### src/rtl/serial_subtractor.sv
// Bit-serial unsigned subtractor (diff = a - b mod 2^WIDTH, borrow = a < b).
// One full-subtractor cell processes one bit per clock, LSB first, behind valid/ready.
//
// state | meaning
// IDLE  | waiting for operands, in_ready high
// BUSY  | shifting one bit per clock through the subtractor cell
// DONE  | result presented, waiting for out_ready
module serial_subtractor #(
  parameter int WIDTH = 8
) (
  input  logic             clk,
  input  logic             rst_n,
  input  logic             in_valid,
  output logic             in_ready,
  input  logic [WIDTH-1:0] a,
  input  logic [WIDTH-1:0] b,
  output logic             out_valid,
  input  logic             out_ready,
  output logic [WIDTH-1:0] diff,
  output logic             borrow,
  output logic             busy
);

  localparam int CW = (WIDTH > 1) ? $clog2(WIDTH) : 1;
  localparam logic [CW-1:0] CNT_LAST = CW'(WIDTH - 1);

  typedef enum logic [1:0] {
    S_IDLE = 2'd0,
    S_BUSY = 2'd1,
    S_DONE = 2'd2
  } state_t;

  state_t state, state_nxt;

  logic [WIDTH-1:0] a_sr, b_sr, res_sr;
  logic [CW-1:0]    cnt;
  logic             bflop;

  logic hs1_d, hs1_b, hs2_d, hs2_b, bnext;
  logic accept, last_bit;

  // Full subtractor built from two half-subtractor stages.
  assign hs1_d = a_sr[0] ^ b_sr[0];
  assign hs1_b = ~a_sr[0] & b_sr[0];
  assign hs2_d = hs1_d ^ bflop;
  assign hs2_b = ~hs1_d & bflop;
  assign bnext = hs1_b | hs2_b;

  assign accept   = (state == S_IDLE) && in_valid;
  assign last_bit = (state == S_BUSY) && (cnt == CNT_LAST);

  assign in_ready  = (state == S_IDLE);
  assign out_valid = (state == S_DONE);

  always_ff @(posedge clk or negedge rst_n) begin
    if (!rst_n) state <= S_IDLE;
    else        state <= state_nxt;
  end

  always_comb begin
    state_nxt = state;
    case (state)
      S_IDLE:  if (in_valid)  state_nxt = S_BUSY;
      S_BUSY:  if (last_bit)  state_nxt = S_DONE;
      S_DONE:  if (out_ready) state_nxt = S_IDLE;
      default: state_nxt = S_IDLE;
    endcase
  end

  always_ff @(posedge clk or negedge rst_n) begin
    if (!rst_n) begin
      a_sr   <= '0;
      b_sr   <= '0;
      res_sr <= '0;
      cnt    <= '0;
      bflop  <= 1'b0;
      diff   <= '0;
      borrow <= 1'b0;
      busy   <= 1'b0;
    end else if (accept) begin
      a_sr   <= a;
      b_sr   <= b;
      res_sr <= '0;
      cnt    <= '0;
      bflop  <= 1'b0;
      busy   <= 1'b1;
    end else if (state == S_BUSY) begin
      a_sr   <= {1'b0, a_sr[WIDTH-1:1]};
      b_sr   <= {1'b0, b_sr[WIDTH-1:1]};
      res_sr <= {hs2_d, res_sr[WIDTH-1:1]};
      bflop  <= bnext;
      if (last_bit) begin
        // cnt stays at its last value so it never wraps.
        diff   <= {hs2_d, res_sr[WIDTH-1:1]};
        borrow <= bnext;
        busy   <= 1'b0;
      end else begin
        cnt <= cnt + 1'b1;
      end
    end
  end

endmodule
### config.mk
export PLATFORM = sky130hd
export DESIGN_NAME = serial_subtractor
export DESIGN_NICKNAME = d
export VERILOG_FILES = /design/src/rtl/serial_subtractor.sv
export SDC_FILE = /design/constraint.sdc
export NUM_CORES = 1
export LEC_CHECK = 0
export ABC_AREA = 1
export CAP_MARGIN = 25
export CELL_PAD_IN_SITES_DETAIL_PLACEMENT = 1
export CELL_PAD_IN_SITES_GLOBAL_PLACEMENT = 2
export CORE_UTILIZATION = 28
export DETAILED_ROUTE_END_ITERATION = 16
export HOLD_SLACK_MARGIN = 0.12
export PLACE_DENSITY = 0.85
export SLEW_MARGIN = 10
export SYNTH_ARGS = -nofsm -noshare
export SYNTH_HDL_FRONTEND = slang
export SYNTH_SLANG_ARGS = --single-unit
### constraint.sdc
create_clock -name clk -period 1.2 [get_ports clk]
set_input_delay 0.3 -clock clk [delete_from_list [all_inputs] [get_ports clk]]
set_output_delay 0.3 -clock clk [all_outputs]
set_load 0.05 [all_outputs]
* Word level (Yosys, flattened, before mapping)
Index checks and enable logic that the tools add are counted.
** Storage, ports and cells
- Flip-flop bits (word level) :: 40
- Bits of input ports :: 20
** Cells by class
- Bitwise gates (word level) :: 8
- Equality and inequality tests :: 7
- Reductions and logical operators :: 9
- $add $sub $neg :: 1
- Multiplexer cells :: 18
** Operators by type and width (count)
- two-way mux 8 bit :: 6
- two-way mux 3 bit :: 3
- two-way mux 2 bit :: 3
- inequality test 2 bit, second input constant :: 3
- one-hot mux 2 bit (3 select lines) :: 1
- AND reduction 3 bit :: 2
- two-way mux 1 bit :: 5
- AND reduction 2 bit :: 2
- nonzero test 2 bit :: 2
- adder 3 x 1 -> 3 bit, second input constant :: 1
- equality test 3 bit, second input constant :: 1
- inverter 1 bit :: 3
- AND 1 bit :: 2
- equality test 2 x 1 -> 1 bit, second input constant :: 1
- equality test 2 bit, second input constant :: 1
- logical AND 1 bit :: 2
- logical NOT 2 bit :: 1
- inequality test 2 x 1 -> 1 bit, second input constant :: 1
- bitwise XOR 1 bit :: 2
- OR 1 bit :: 1

* Logic depth before layout (Yosys ltp)
Gate-level depths: netlist of run 1.
- Depth in word-level cells :: 6
- Mapped depth :: 7
- Mapped depth without buffers :: 7

* Least setup slack after synthesis of run 1
OpenSTA, ideal clock, no wires.
- Path type :: flip-flop to output port
- From :: register state[1]
- To :: output port out_valid
- Path buffers :: 0
- Stages on the path, launching flop included :: 3
- Data required time :: 0.900 ns
- Arrival time :: 1.188 ns
- Path slack :: -0.288 ns
- Cell sequence :: dfrtp_1 > inv_2 > nor2_1
** On the way
- Word-level cells in the longest chain between the ends :: 1
** RTL lines
- start: declaration :: RTL line 33 : state_t state, state_nxt;
- start signal: assignment :: RTL line 57 : else state <= state_nxt;
- equality test 2 bit :: RTL line 53 : assign out_valid = (state == S_DONE);
- end: declaration :: RTL line 17 : output logic out_valid,
Every way passes these cells.

* Worst setup path in the final report of run 1
Same ends and word-level chain as after synthesis.

==> results of run 1 <==
[what timing repair did]
action | in CTS | in global routing
pin swaps | 3 | 3
gates cloned | 0 | 1
setup buffers | 3 | 2
setup endpoints to repair | 17 | 43
hold buffers | 1 | 0
endpoints found under the hold margin | 39 | 0
gates resized for setup | 6 | 4
[worst max-delay path, delay by kind of cell (launching register included)]
family	cells	cell delay, ns
buffers and inverters	2	0.30
flip-flops	1	0.44
AND/OR/NAND/NOR	1	0.07
[through the flow]
stage          power, mW  setup slack [ns]  hold slack (ns)   util
2_1_floorplan       3.98          -0.00396          0.00441      -
3_3_place_gp        5.18            -0.164            0.289  0.388
3_5_place_dp        5.27            -0.194            0.288  0.388
4_1_cts             6.38            -0.198            0.480  0.413
5_1_grt             6.86            -0.240            0.510  0.419
6_report            6.38            -0.201            0.478  0.419
[kinds of logic (layout without fill, tap and decap cells)]
kind of cell,after synthesis,after routing
buf+inv,17,64
fa+ha+maj,3,3
flops,39,39
compound gates,3,3
simple gates,131,132
[path summary, 6_finish.rpt]
kind                            startpoint   endpoint
max in group asynchronous            rst_n   state[0]
worst max register to register    state[0]      bflop
worst min register to register   res_sr[1]  res_sr[1]
min in group asynchronous            rst_n    diff[5]
worst max-delay path              state[1]  out_valid
worst min-delay path             res_sr[1]  res_sr[1]
[placed cells by master, fill, tap and decap left out]
cell and count:
o21ai_0 1, fa_1 1, clkbuf_1 1, ha_4 1, clkdlybuf4s50_1 18, buf_6 1, o21ai_4 1, dlygate4sd3_1 1
nand3_1 31, inv_2 3, inv_1 4, nand3_2 3, nand2_2 2, dfrtp_2 2, buf_12 15, dfrtp_1 37
nor2_2 1, nand2_1 91, clkbuf_8 7, buf_2 1, nor2_4 4, ha_2 1, inv_4 1, buf_4 12
o31ai_1 1
[flip-flops by register name, indices dropped and copies added, names as in the netlist]
| name | cells |
|---|---|
| cnt | 3 |
| bflop | 1 |
| busy | 1 |
| state | 2 |
| diff | 8 |
| b_sr | 8 |
| res_sr | 7 |
| borrow | 1 |
| a_sr | 8 |
[power by group]
group | internal (mW) | total [mW] | switching, mW
logic | 1.46 | 3.16 | 1.71
registers | 1.86 | 2.25 | 0.396
clock network | 0.525 | 0.966 | 0.441
[layout make-up]
cell class | count | area (um2) | share of cell area
Clock buffer | 8 | 100 | 0.0403
Sequential cell | 39 | 978 | 0.394
Multi-Input combinational cell | 138 | 679 | 0.274
Tap cell | 75 | 93.8 | 0.0378
Inverter | 8 | 32.5 | 0.0131
Timing Repair Buffer | 48 | 597 | 0.241
[metal layers]
layer / track usage / share of wire / wire length (um) / vias to the layer above
met3: 0.0341 / 0.027 / 106 / 4
met4: 0.0643 / 0.015 / 58 / 0
met5: 0 / 0 / 0 / -
met2: 0.221 / 0.49 / 1940 / 27
met1: 0.182 / 0.46 / 1830 / 678
li1: - / - / - / 701
==> results.tsv, run 1 <==
metric	value	unit
Port Buf Inserts	31	
CTS Root Cell	clkbuf_8	
RSZ-0062 raised after global routing	yes	
placer congestion estimate	0.724	
leakage power	1.22	nW
io pins	32	
initial antenna violation count	0	
chip height	80.3	um
worst hold path type	reg2reg	
final setup vio count	29	
failing checks	negative setup slack	
CTS tree	yes	
period utilization	1.17	
Seq cells post-synth	39	
htree depth	2	
Max VDD drop	0.963	mV
Mapped Area	0.00172	mm2
layout cells sized above 1	0.228	
Critical Path Slowest Stage Cell	dfrtp_2	
top-count cell post-synth	nand2_1	
Post-synth EDFFs	0	
Worst setup SP type	flop	
commonest cells in the netlist	nand2_1 (93), dfrtp_1 (39), nand3_1 (32)	
R2R depth	6	
setup ws final	-0.201	ns
Clk pin slew, worst setup/hold paths	0.08	ns
Cell Area, Placed	0.00230	mm2
Final min period	1.40	ns
largest net degree at the start of global routing	40	
Synth Warn #	0	
drt initial violations	64	
Initial Util	0.290	
FMAX	714	MHz
mux share of post-synthesis cell area	0	
drt pass-1 iters	3	
main combinational cell family by area after synthesis	simple AND/OR/NAND/NOR gates	
share of the synthesized area in the top cell type	0.569	
Synth area leaders	dfrtp_1 (57%), nand2_1 (20%), nand3_1 (9.3%)	
Post-Synth XOR/XNOR Area	0	
final non-filler cell total	316	
Syn Area/Cell	8.89	um2
first-pass GRT wire length	6710	um
Max Root-Sink Buffers	2	
chip width	80.3	um
via count	1410	
DRC errors left	0	
WP data arrival	1.10	ns
sequential area share after synthesis	0.569	
ANT nets after route	0	
max cap viols	0	
critical path, cell by cell	inv_2, nor2_4, buf_12	
Final Hold Fails	0	
post-synthesis adder-cell area fraction	0.0263	
fillcell total	695	
final HPWL from detailed placement	2610	um
Gate Count Post-Synth	193	
slowest stage delay, CP	0.44	ns
Final Cell Area	0.00248	mm2
clock skew	0.00562	ns
Compound-Gate Fraction of Synth Area	0.0168	
Final Max Tran Viols	0	
Worst Tran Pin Value	0.218	ns
synthesis-to-layout area growth	44.6	%
vias in the first global route	1416	
drt wl/cell	12.5	um
total wire length	3940	um
outcome	complete, but fails checks	
worst endpoint required time	0.90	ns
total core area	0.00592	mm2
Crit Path Max Fanout	5	
clock sinks	39	
Reg2Reg Setup Slack	-0.07	ns
Power Dens Cells	2570	mW/mm2
Clock Latency Late Sink	0.29	ns
GRT Resource Usage Total	0.141	
placed cells	301	
Primary FF master, synth	dfrtp_1	
slew margin rel.	0.855	
ys async rst share	1.00	
simple-gate share of the synthesized area	0.330	
CTS Buf Count	5	
Setup Crit Path Kind	reg2out	
Setup TNS	-1.34	ns
# diodes	0	
largest area contributor in the netlist	dfrtp_1	
nets	263	
Worst setup EP type	output pin	
Distinct cells, synth	16	
total gr overflow	0	
Die Area	0.00644	mm2
Min-Delay Path Depth	2	
Via-to-Cell Ratio	4.46	
Syn Nets	216	
row count	28	
(Power assumes the default switching activity.)
==> run 2, diff against run 1 <==
CORE_MARGIN = 4   (was not set)
==> run 2 against run 1 <==
The flow still finishes with violations (negative setup slack). Clock power up 14%. Sequential share of layout area shrank 1.1 points. Critical path type unchanged. Design area up 2.8%. Critical endpoint is now in_ready. Highest routed layer unchanged.
==> results.tsv, run 2 (same netlist as run 1, synthesis figures left out) <==
metric	value	unit	change
worst endpoint required time	0.90	ns	about the same
total wire length	4340	um	+10%
largest net degree at the start of global routing	40		unchanged
Final min period	1.43	ns	+0.0250 ns
Crit Path Max Fanout	3		-2
critical path, cell by cell	nor2_4, buf_12		
worst hold path type	reg2reg		
total gr overflow	0		unchanged
vias in the first global route	1579		+12%
CP top delay family	flip-flops		
Initial Util	0.290		unchanged
RR Endpoint	b_sr[0]		
Setup TNS	-2.34	ns	-0.997 ns
drt wl/cell	13.6	um	+9.0%
Final Hold Fails	0		unchanged
Min-Delay Path Depth	2		unchanged
Via-to-Cell Ratio	4.54		+1.7%
clock sinks	39		unchanged
WP data arrival	1.13	ns	+0.03 ns
Port Buf Inserts	31		unchanged
Worst setup EP type	output pin		
GRT Resource Usage Total	0.132		-0.00901
layout cells sized above 1	0.254		+0.0259
Max VDD drop	1.09	mV	+13%
chip height	86.3	um	+7.5%
first-pass GRT wire length	7570	um	+13%
leakage power	1.26	nW	+2.9%
R2R depth	6		unchanged
drt initial violations	55		-14%
most frequent cells in the layout	nand2_1 (88), dfrtp_1 (37), nand3_1 (31)		
period utilization	1.19		+0.0208
Clk pin slew, worst setup/hold paths	0.08	ns	about the same
switching power	2.68	mW	+5.3%
hold path endpoint	b_sr[7]		
sequential power share	0.339		-0.014
synthesis-to-layout area growth	48.7	%	
DRC errors left	0		unchanged
slowest stage delay, CP	0.45	ns	about the same
Power Dens Cells	2620	mW/mm2	+1.9%
htree depth	2		unchanged
clock network power share	0.164		+0.013
Final Max Tran Viols	0		unchanged
Max Root-Sink Buffers	2		unchanged
max cap viols	0		unchanged
Setup Crit Path Kind	reg2out		
top flop regs	a_sr: 8 flops, b_sr: 8 flops, diff: 8 flops		
slew margin rel.	0.836		-0.0184
total core area	0.00592	mm2	unchanged
Internal	4.01	mW	+4.4%
most common cell after layout, fill and taps aside	nand2_1		
Worst setup SP type	flop		
chip width	86.3	um	+7.5%
outcome	complete, but fails checks		
RSZ-0062 raised after global routing	yes		
Critical Path Slowest Stage Cell	dfrtp_2		
ANT nets after route	0		unchanged
Hold Startpoint	b_sr[7]		
row count	28		unchanged
io pins	32		unchanged
drt pass-1 iters	4		+1
CTS tree	yes		
WP buf/inv	1		-1
FMAX	701	MHz	-1.8%
via count	1448		+2.7%
Clock Latency Late Sink	0.29	ns	about the same
Worst Tran Pin Value	0.245	ns	+0.0268 ns
failing checks	negative setup slack		
worst hold slack	0.482	ns	+0.00354 ns
Reg-to-Reg Start	state[0]		
# diodes	0		unchanged
nets	266		+1.1%
Reg2Reg Setup Slack	-0.08	ns	about the same
fillcell total	659		-5.2%
CTS Buf Count	5		unchanged
Sw Share	0.400		+0.00195
setup ws final	-0.226	ns	-0.0250 ns
placer congestion estimate	0.715		-1.3%
Die Area	0.00744	mm2	+16%
CTS Root Cell	clkbuf_8		
clock skew	0.00802	ns	+0.00241 ns
Logic pwr share	0.497		about the same
critical path depth	2		-1
final HPWL from detailed placement	2780	um	+6.6%
initial antenna violation count	0		unchanged
final setup vio count	36		+24%
==> run 2: cell types whose count changed in the layout (fill, tap and decap cells not counted) <==
cell,previous run,this run
clkinv_4,0,1
clkbuf_8,7,5
buf_4,12,13
buf_6,1,2
nor2_4,4,5
bufinv_16,0,1
buf_12,15,16
clkinv_2,0,1
nor2_2,1,0
clkbuf_1,1,0
nand2_1,91,88
nand2_2,2,4
nand2_4,0,1
==> run 2: how the worst max path moves through the flow <==
stage | to | start | slack, ns
2_1_floorplan | state[1] | cnt[0] | -0.004
3_3_place_gp | bflop | in_valid | -0.16
3_5_place_dp | b_sr[0] | in_valid | -0.19
4_1_cts | out_valid | state[0] | -0.21
5_1_grt | in_ready | state[0] | -0.25
6_report | in_ready | state[0] | -0.23
==> run 2: layer usage <==
layer,vias up,GRT usage,part of all wire
met1,707,0.158,0.43
met4,0,0.0567,0.023
li1,708,-,-
met3,7,0.0371,0.036
met2,26,0.221,0.51
met5,-,0,0
==> run 2: layout make-up <==
cell class	count	area, um2	area share
tap	75	93.8	0.0368
multi-input combinational	138	697	0.273
clock inverter	3	43.8	0.0172
inverter	8	32.5	0.0128
sequential	39	978	0.384
clock buffer	5	68.8	0.0270
timing repair buffer	51	636	0.249
==> run 2: through the flow <==
stage                     power (mW)  utilization  worst slack [ns]  cell area (um2)  std cells
after global placement          5.20        0.389            -0.165             2310        302
after detailed placement        5.30        0.389            -0.188             2310        302
final                           6.69        0.431            -0.226             2550        319
after CTS                       6.66        0.425            -0.208             2520        317
after floorplan                 3.98            -          -0.00396             1730        193
after global routing            7.16        0.431            -0.250             2550        319
==> run 2: repair_timing <==
item	4_1_cts	5_1_grt
hold buffers	1	0
pin swaps	6	8
resized for setup	10	6
gates cloned	1	0
endpoints found under the hold margin	39	0
setup buffers	5	3
setup endpoints to repair	16	42
==> run 2: power by group through the flow <==
stage	combinational, mW	clock, mW	sequential, mW
after CTS	3.26	1.14	2.26
after global placement	2.93	0	2.27
after detailed placement	3.02	0	2.28
final	3.32	1.10	2.26
after global routing	3.63	1.19	2.34
after floorplan	1.40	0	2.58
==> run 2: worst register-to-register path: cells and delay by family (launching register included) <==
kind / cells / cell delay, ns
buf+inv: 3 / 0.49
flops: 1 / 0.45
compound gates: 1 / 0.14
simple gates: 2 / 0.15
